<file path="src/rtl/pp_pkg.sv">
// Shared types and defaults for the sequential partial-product accumulator.
// Provides the FSM state enum, default sizes and a default-width row type.
package pp_pkg;

   localparam int N_DEF = 16;
   localparam int K_DEF = 4;

   typedef enum logic [1:0] {
      IDLE,
      REDUCE,
      FINAL,
      DONE
   } acc_state_t;

   typedef logic [2*N_DEF-1:0] pp_row_t;

endpackage

</file>
<file path="src/rtl/csa_3to2.sv">
// 3:2 carry-save adder over W-bit words.
// Ports: a, b, c in; sum = a^b^c; carry = majority(a,b,c) << 1, truncated to W.
module csa_3to2 #(
   parameter int W = 32
) (
   input  logic [W-1:0] a,
   input  logic [W-1:0] b,
   input  logic [W-1:0] c,
   output logic [W-1:0] sum,
   output logic [W-1:0] carry
);

   logic [W-1:0] maj;

   assign maj   = (a & b) | (a & c) | (b & c);
   assign sum   = a ^ b ^ c;
   // Carry weight is one bit up; the MSB carry falls off (mod 2^W).
   assign carry = {maj[W-2:0], 1'b0};

endmodule

</file>
<file path="src/rtl/pp_accumulator.sv">
// Multi-cycle reducer of N pre-shifted 2N-bit partial-product rows to one product.
// Ports: clk, rst (async high), in_valid/in_ready/in_pp, out_valid/out_ready/out_product.
module pp_accumulator
   import pp_pkg::*;
#(
   parameter int N = N_DEF,
   parameter int K = K_DEF
) (
   input  logic           clk,
   input  logic           rst,
   input  logic           in_valid,
   output logic           in_ready,
   input  logic [2*N-1:0] in_pp [N],
   output logic           out_valid,
   input  logic           out_ready,
   output logic [2*N-1:0] out_product
);

   localparam int W  = 2 * N;
   localparam int G  = N / K;
   localparam int GW = (G > 1) ? $clog2(G) : 1;
   localparam logic [GW-1:0] LAST = GW'(G - 1);

   if (K < 1) begin : g_bad_k
      $error("pp_accumulator: K must be >= 1");
   end else if (N % K != 0) begin : g_bad_nk
      $error("pp_accumulator: N must be a multiple of K");
   end

   acc_state_t     state, state_nx;
   logic [W-1:0]   pp_reg [N];
   logic [W-1:0]   sum, carry;
   // Fold-group counter: row index idx = grp*K.
   logic [GW-1:0]  grp;

   logic [W-1:0]   row [K];
   logic [W-1:0]   cs  [K+1];
   logic [W-1:0]   cc  [K+1];

   // State register
   always_ff @(posedge clk or posedge rst) begin
      if (rst) state <= IDLE;
      else     state <= state_nx;
   end

   // Next-state logic
   always_comb begin
      state_nx = state;
      unique case (state)
         IDLE:   if (in_valid)    state_nx = REDUCE;
         REDUCE: if (grp == LAST) state_nx = FINAL;
         FINAL:                   state_nx = DONE;
         DONE:   if (out_ready)   state_nx = IDLE;
         default:                 state_nx = IDLE;
      endcase
   end

   // Output logic
   always_comb begin
      in_ready  = (state == IDLE) && !rst;
      out_valid = (state == DONE);
   end

   // Select the K rows of the current fold group with constant indices only.
   always_comb begin
      for (int j = 0; j < K; j++) begin
         row[j] = pp_reg[j];
         for (int g = 0; g < G; g++) begin
            if (grp == GW'(g)) row[j] = pp_reg[g*K + j];
         end
      end
   end

   assign cs[0] = sum;
   assign cc[0] = carry;

   for (genvar j = 0; j < K; j++) begin : g_csa
      csa_3to2 #(.W(W)) u_csa (
         .a     (cs[j]),
         .b     (cc[j]),
         .c     (row[j]),
         .sum   (cs[j+1]),
         .carry (cc[j+1])
      );
   end

   // Datapath registers
   always_ff @(posedge clk or posedge rst) begin
      if (rst) begin
         for (int i = 0; i < N; i++) pp_reg[i] <= '0;
         sum         <= '0;
         carry       <= '0;
         grp         <= '0;
         out_product <= '0;
      end else begin
         unique case (state)
            IDLE: begin
               if (in_valid) begin
                  for (int i = 0; i < N; i++) pp_reg[i] <= in_pp[i];
                  sum   <= '0;
                  carry <= '0;
                  grp   <= '0;
               end
            end
            REDUCE: begin
               sum   <= cs[K];
               carry <= cc[K];
               grp   <= grp + 1'b1;
            end
            FINAL: out_product <= sum + carry;
            DONE:  ;
            default: ;
         endcase
      end
   end

endmodule

</file>
<file path="config.mk">
export PLATFORM = sky130hd
export DESIGN_NAME = pp_accumulator
export DESIGN_NICKNAME = d
export VERILOG_FILES = /design/src/rtl/pp_pkg.sv /design/src/rtl/csa_3to2.sv /design/src/rtl/pp_accumulator.sv
export SDC_FILE = /design/constraint.sdc
export NUM_CORES = 2
export LEC_CHECK = 0
export CELL_PAD_IN_SITES_DETAIL_PLACEMENT = 1
export CELL_PAD_IN_SITES_GLOBAL_PLACEMENT = 1
export CORE_UTILIZATION = 28
export CTS_BUF_LIST = sky130_fd_sc_hd__clkbuf_8
export DETAILED_ROUTE_END_ITERATION = 8
export PLACE_DENSITY = 0.66
export SKIP_LAST_GASP = 1
export SLEW_MARGIN = 20
export SYNTH_ARGS = -nofsm -noshare
export SYNTH_HDL_FRONTEND = slang
export SYNTH_HIERARCHICAL = 1
export SYNTH_SLANG_ARGS = --single-unit
</file>
<file path="constraint.sdc">
create_clock -name clk -period 19.6 [get_ports clk]
set_clock_uncertainty 0.1 [all_clocks]
set_input_delay 3.92 -clock clk [delete_from_list [all_inputs] [get_ports clk]]
set_output_delay 3.92 -clock clk [all_outputs]
set_load 0.01 [all_outputs]
</file>
==> impl.org <==
** GRT
- The first global-routing pass estimated 156400 um of wire.
- For met2 alone, demand over resource in global routing was 33.02%.
- Met3 GRT Util :: 4.741%
- Grt peak-use layer :: met2
- Global Route met1 Usage :: 23.53%
- All-Layer GR Usage :: 19.28%
- The number of global-route vias before repair came to 23266.
- Global routing finished with a remaining overflow of 0.
- Entering global routing, the biggest net connects 167 pins.
- The number of antenna violations at the first check in global routing is 46.

** Drt
- In this run the remaining antenna-violating nets after routing total 0.
- Initial drt markers :: 962
- After detailed routing, the number of remaining DRC violations is 0.
- The first detailed-routing pass ran for 4 iterations.
- Total detailed-routing wirelength :: 105600 um
- For this block, the via count after detailed routing is 21080.
- Detail-routed net length per standard cell :: 23.62 um
- Number of vias per cell after detailed routing :: 4.713

** Die
- Measured along the x axis, the die boundary spans 332.0 um.
- From bottom edge to top edge, the die measures 332.0 um.
- Row count :: 120
- Die outline area :: 110200 um2
- The core region is 107500 um2.
- Initial cell density of the core :: 28.37%
- Pin placement for this block handled 550 I/O pins.

** Clock network
- Once the clock tree was built, the setup fixing pass inserted 0 buffers.
- The number of clock buffers added by TritonCTS is 113.
- In this run the number of H-tree levels came out at 3.
- For the worst-skew pair, the clock arrives at the later sink with an insertion delay of 0.77 ns.
- In this run, post-CTS repair resized a total of 0 instances.
- Number of buffers inserted for hold repair after clock tree synthesis :: 0
- TritonCTS built the clock tree.
- In this run the deepest clock path goes through 3 buffers.
- The root buffer cell chosen for the clock tree is sky130_fd_sc_hd__clkbuf_8.
- The clock net in this run drives a total of 612 sinks.
- Clock-pin slew was measured on the worst setup and hold paths at 0.06 ns.

** Status
- Status :: complete, no violations

** Placed design
- Count of placed standard cells including taps :: 4246
- Placed Instance Area :: 37480 um2
- Routability Congestion :: 0.8133
- Port buffering added 549 buffers.
- Final HPWL DP :: 80520 um

** STA
- Final period utilization :: 46.21%
- Transition time at the pin with the least slew margin :: 1.233 ns
- In this run the tightest slew margin relative to its limit is 16.90%.
- Final-layout setup total negative slack :: 0 ns
- Max Transition Viols Final :: 0
- Based on the critical path, the design can be clocked at up to 110.4 MHz.
- The worst path in the final design needs a cycle of 9.056 ns, including I/O delays and setup.
- Number of setup violations in the final report :: 0
- Setup repair after global routing left no endpoint under its margin.
- Count of endpoints failing hold in the final timing report :: 0

** Hold path
- The startpoint identified for the worst hold timing path is out_product[22].
- Hold path cells :: 1
- The path class of the tightest hold or removal check is reg -> reg.
- The worst hold path terminates at out_product[22].

** Logic synthesis
- Syn Nets :: 3094
- Post-Syn Area per Cell :: 12.63 um2
- After technology mapping, the gate count stands at 2415.
- Share of synthesized area occupied by flip-flops and latches :: 50.22%
- Number of warnings reported in the yosys synthesis log :: 6
- Most area-hungry cell type in the Yosys netlist :: sky130_fd_sc_hd__dfrtp_1
- Counting flops with a built-in enable in the synthesized netlist gives 0.
- FFs w/ async S/R, synth :: 100.0%
- The netlist uses 52 different library cells.
- Flip-flop and latch count after synthesis :: 612
- Most area-consuming cells after synthesis :: sky130_fd_sc_hd__dfrtp_1 50%, sky130_fd_sc_hd__mux2_2 19%, sky130_fd_sc_hd__fa_1 8.2%
- Post-synth top area share :: 50.22%
- Most common flop cell mapped by yosys :: sky130_fd_sc_hd__dfrtp_1
- The synthesized netlist occupies a cell area of 30500 um2.

** Critical path
- Register-to-register setup slack :: 14.10 ns
- Crit-path max FO :: 2
- Data arrival time of the worst path :: 5.04 ns
- The worst register-to-register path begins at grp[0].
- Type of the worst setup path :: in -> out
- Capture instance of the worst register-to-register path :: sum[2]
- STA classifies the critical path endpoint as a primary output.
- Worst Path Required :: 15.58 ns
- Crit start category :: input pin
- R2R cell count :: 10

** Layout
- Fraction of layout instances using a drive strength above 1 :: 24.17%
- The register with the most flip-flops in the layout has 512 of them.
- In the layout the commonest cells are 612 x sky130_fd_sc_hd__dfrtp_1, 549 x sky130_fd_sc_hd__clkdlybuf4s50_1, 528 x sky130_fd_sc_hd__mux2_2.
- Most common cell after layout, fill and taps aside :: sky130_fd_sc_hd__dfrtp_1
- NumNets Final :: 3638
- Summing all non-filler instances in the final layout gives an area of 39920 um2.
- After the flow finishes, the layout carries non-filler instances totaling 4473.
- Relative to the synthesized area, the layout overhead comes to 30.91%.

** Pwr
- Across the VDD grid, the largest voltage drop is 113.6 uV.
- Static power due to leakage :: 0.01651 uW
- Cell Pwr Density :: 210.4 nW/um2

** Flow run
- Max-cap check violation count :: 0
-- synthesized netlist by cell type, drive strengths merged, types with 6 or more instances --
cell type  count
a21oi        167
a31oi          6
a21o          20
o21ai        151
xnor2         15
ha            38
fa           125
inv           15
a22o          64
nand2        155
nor3           6
clkbuf       137
o21a           6
buf           16
mux2i        128
xor2           8
nor2         153
mux2         530
dfrtp        612
-- cell families after synthesis --
family                   Yosys count  synth area share, %
AO/OA/AOI/OAI                    439                8.575
XOR/XNOR                          27               0.9724
other                              4              0.04922
adder cells (fa/ha/maj)          163                9.765
buffers and inverters            168                2.117
flip-flops                       612                50.22
multiplexers                     658                23.77
AND/OR/NAND/NOR                  344                4.534
-- final cells by class --
type	instances	area (um2)
fill	11547	67580
sequential	612	15310
multi-input combinational	1635	14590
timing repair buffer	582	5792
clock buffer	140	1927
tap	1403	1755
clock inverter	57	411.6
antenna	29	72.57
inverter	15	60.06
-- critical path, stage by stage --
cell,delay [ns]
sky130_fd_sc_hd__clkdlybuf4s50_1,0.47
sky130_fd_sc_hd__nor2_1,0.11
sky130_fd_sc_hd__clkdlybuf4s50_1,0.54
-- layer usage --
metal  share of wire (%)  vias up
li1                    -     9620
met3                 5.0      163
met2                  51      422
met4                 2.6       32
met1                  41    10843
met5                0.20        -
-- worst max-delay path by stage --
stage	start	end	slack (ns)	cells after the start
after floorplan	rst	carry[0]	7.23	1
after global placement	rst	in_ready	10.54	3
after detailed placement	rst	in_ready	10.54	3
after CTS	rst	in_ready	10.53	3
after global routing	rst	in_ready	10.51	3
final	rst	in_ready	10.54	3
-- report_power, final --
group          internal (uW)  total, uW  switching [uW]
registers               1920       2290             371
logic                   2280       4820            2540
clock network            718       1290             571
total                   4920       8400            3480
-- through the flow --
step | power, uW | hold slack, ns | setup slack (ns) | util [%]
2_1_floorplan | 5618 | 0.3584 | 7.229 | -
3_5_place_dp | 7280 | 0.3721 | 10.54 | 34.86
5_1_grt | 9197 | 0.4004 | 10.51 | 37.13
4_1_cts | 8598 | 0.3851 | 10.53 | 37.04
3_3_place_gp | 7084 | 0.3660 | 10.54 | 34.86
6_report | 8399 | 0.3835 | 10.54 | 37.14
No activity file was read; power rests on OpenSTA's default activity.
==> variant: new RTL, same flow settings <==
The 4 states of `acc_state_t` get a one-hot encoding in 4 bits.
--- a/src/rtl/pp_pkg.sv
+++ b/src/rtl/pp_pkg.sv
@@ -7,7 +7,7 @@
 
-   typedef enum logic [1:0] {
-      IDLE,
-      REDUCE,
-      FINAL,
-      DONE
+   typedef enum logic [3:0] {
+      IDLE   = 4'b0001,
+      REDUCE = 4'b0010,
+      FINAL  = 4'b0100,
+      DONE   = 4'b1000
    } acc_state_t;
Function: no difference found for any inputs over 4 cycles, from zero or initial values and one cycle with rst high; so few cycles prove little.
==> variant against the unedited design <==
- sequential cell count up 2
- total power down 7.2%
- maximum frequency down 6.3%
- routed wire length up 3.5%
- setup slack worse by 610 ps
- cell area up 1.0%
- sequential share of layout area down 0.25 points
- die area up 1.7%
- area after synthesis up 1.7%
- register-to-register slack worse by 560 ps
- sequential power down 2%
- global-route usage up 0.33 points
- largest power group unchanged
==> variant: results (changes against the unedited design) <==
outcome=complete, no violations; met3 Track Usage GR=3.64% (-1.1 points); Slowest Stage Delay on Critical Path=670 ps (+130 ps); post-detail-place hpwl=83400 um (+3.6%); Gate Count Post-Synth=2615 (+8.3%); Commonest cells post-synth=dfrtp_1, mux2_2, nand2_1, a21oi_1, o21ai_0; nets@finish=3821 (+5.0%); H-tree depth=3 (unchanged); Max VDD drop=104 uV (-8.7%); R2R depth=14 (+4); Avg WL per Cell=23.1 um (-2.1%); vias in the first global route=24125 (+3.7%); distinct cell type count after synthesis=60 (+15%); gr usage total=19.6% (+0.33 points); worst reg2reg setup slack=13540 ps (-560 ps); layout cells sized above 1=22.1% (-2.0 points); sequential element share of the synthesized area=49.5% (-0.67 points); initial antenna violation count=32 (-30%); worst hold path depth=2 (+1); placed cell area=38000 um^2 (+1.5%); met2 Use GR=34.1% (+1.1 points); R2R Path End=sum[30]$_DFFE_PP0P_; Fill cells=12001 (+3.9%); syn_nets=3290 (+6.3%); main area contributors after synthesis=dfrtp_1, mux2_2, fa_1, mux2i_1, nand2_1; vias=22122 (+4.9%); gpl congestion=0.885 (+8.9%); Starting DRT DRC Count=1238 (+29%); Post-Route WL=109000 um (+3.5%)
[variant: metrics by stage]
stage / total power [mW] / setup slack (ps) / hold slack [ps]
floorplan: 5.17 / 1710 / 379
global placement: 6.51 / 9930 / 364
detailed placement: 6.66 / 9930 / 371
CTS: 7.94 / 9930 / 385
global route: 8.50 / 9950 / 412
finish: 7.79 / 9940 / 382
[variant: final cells by class]
type	instances	area share, %
multi-input cells	1818	37.1
clock inverters	62	0.729
flip-flops and latches	614	38.1
repair buffers	582	14.3
clock buffers	141	4.81
inverters	16	0.158
well taps	1476	4.58
diodes	23	0.143
[variant: worst min path at each step]
stage	startpoint	endpoint	slack (ps)
6_report	out_product[7]$_DFFE_PP0N_	out_product[7]$_DFFE_PP0N_	380
5_1_grt	pp_reg[404]$_DFFE_PP0P_	pp_reg[404]$_DFFE_PP0P_	410
4_1_cts	out_product[7]$_DFFE_PP0N_	out_product[7]$_DFFE_PP0N_	380
3_5_place_dp	out_product[7]$_DFFE_PP0N_	out_product[7]$_DFFE_PP0N_	370
3_3_place_gp	out_product[25]$_DFFE_PP0N_	out_product[25]$_DFFE_PP0N_	360
2_1_floorplan	pp_reg[384]$_DFFE_PP0P_	pp_reg[384]$_DFFE_PP0P_	380
[variant: worst register-to-register path: stages (launching register included)]
cell,delay [ps]
dfrtp_1,470
inv_1,140
ha_4,440
buf_4,660
buf_4,630
buf_4,760
nor2_1,160
a21oi_1,180
o21ai_0,150
fa_1,530
fa_1,530
fa_1,540
fa_1,550
nand2_1,50
nand2_1,80
[variant: layer usage]
metal,vias up,routed length (um)
met5,-,113
met3,168,4540
met4,18,3280
met1,11328,45000
li1,10180,-
met2,428,56400
[variant: cells by family (layout without fill, tap and decap cells)]
logic type	Yosys count	count (layout)	share of synthesized area, %
compound gates	399	399	7.14
flops	614	614	49.5
simple gates	593	593	7.87
buf+inv	183	801	2.39
fa+ha+maj	159	159	9.44
other cells	4	27	0.0484
xor+xnor	23	23	0.843
mux	640	640	22.7
[variant: power by group]
group          leakage, nW  internal [mW]  switching [mW]
Combinational         8.31           1.99            2.34
Clock                 1.34          0.655           0.568
Sequential            7.39           1.89           0.353
Total                 17.0           4.54            3.26
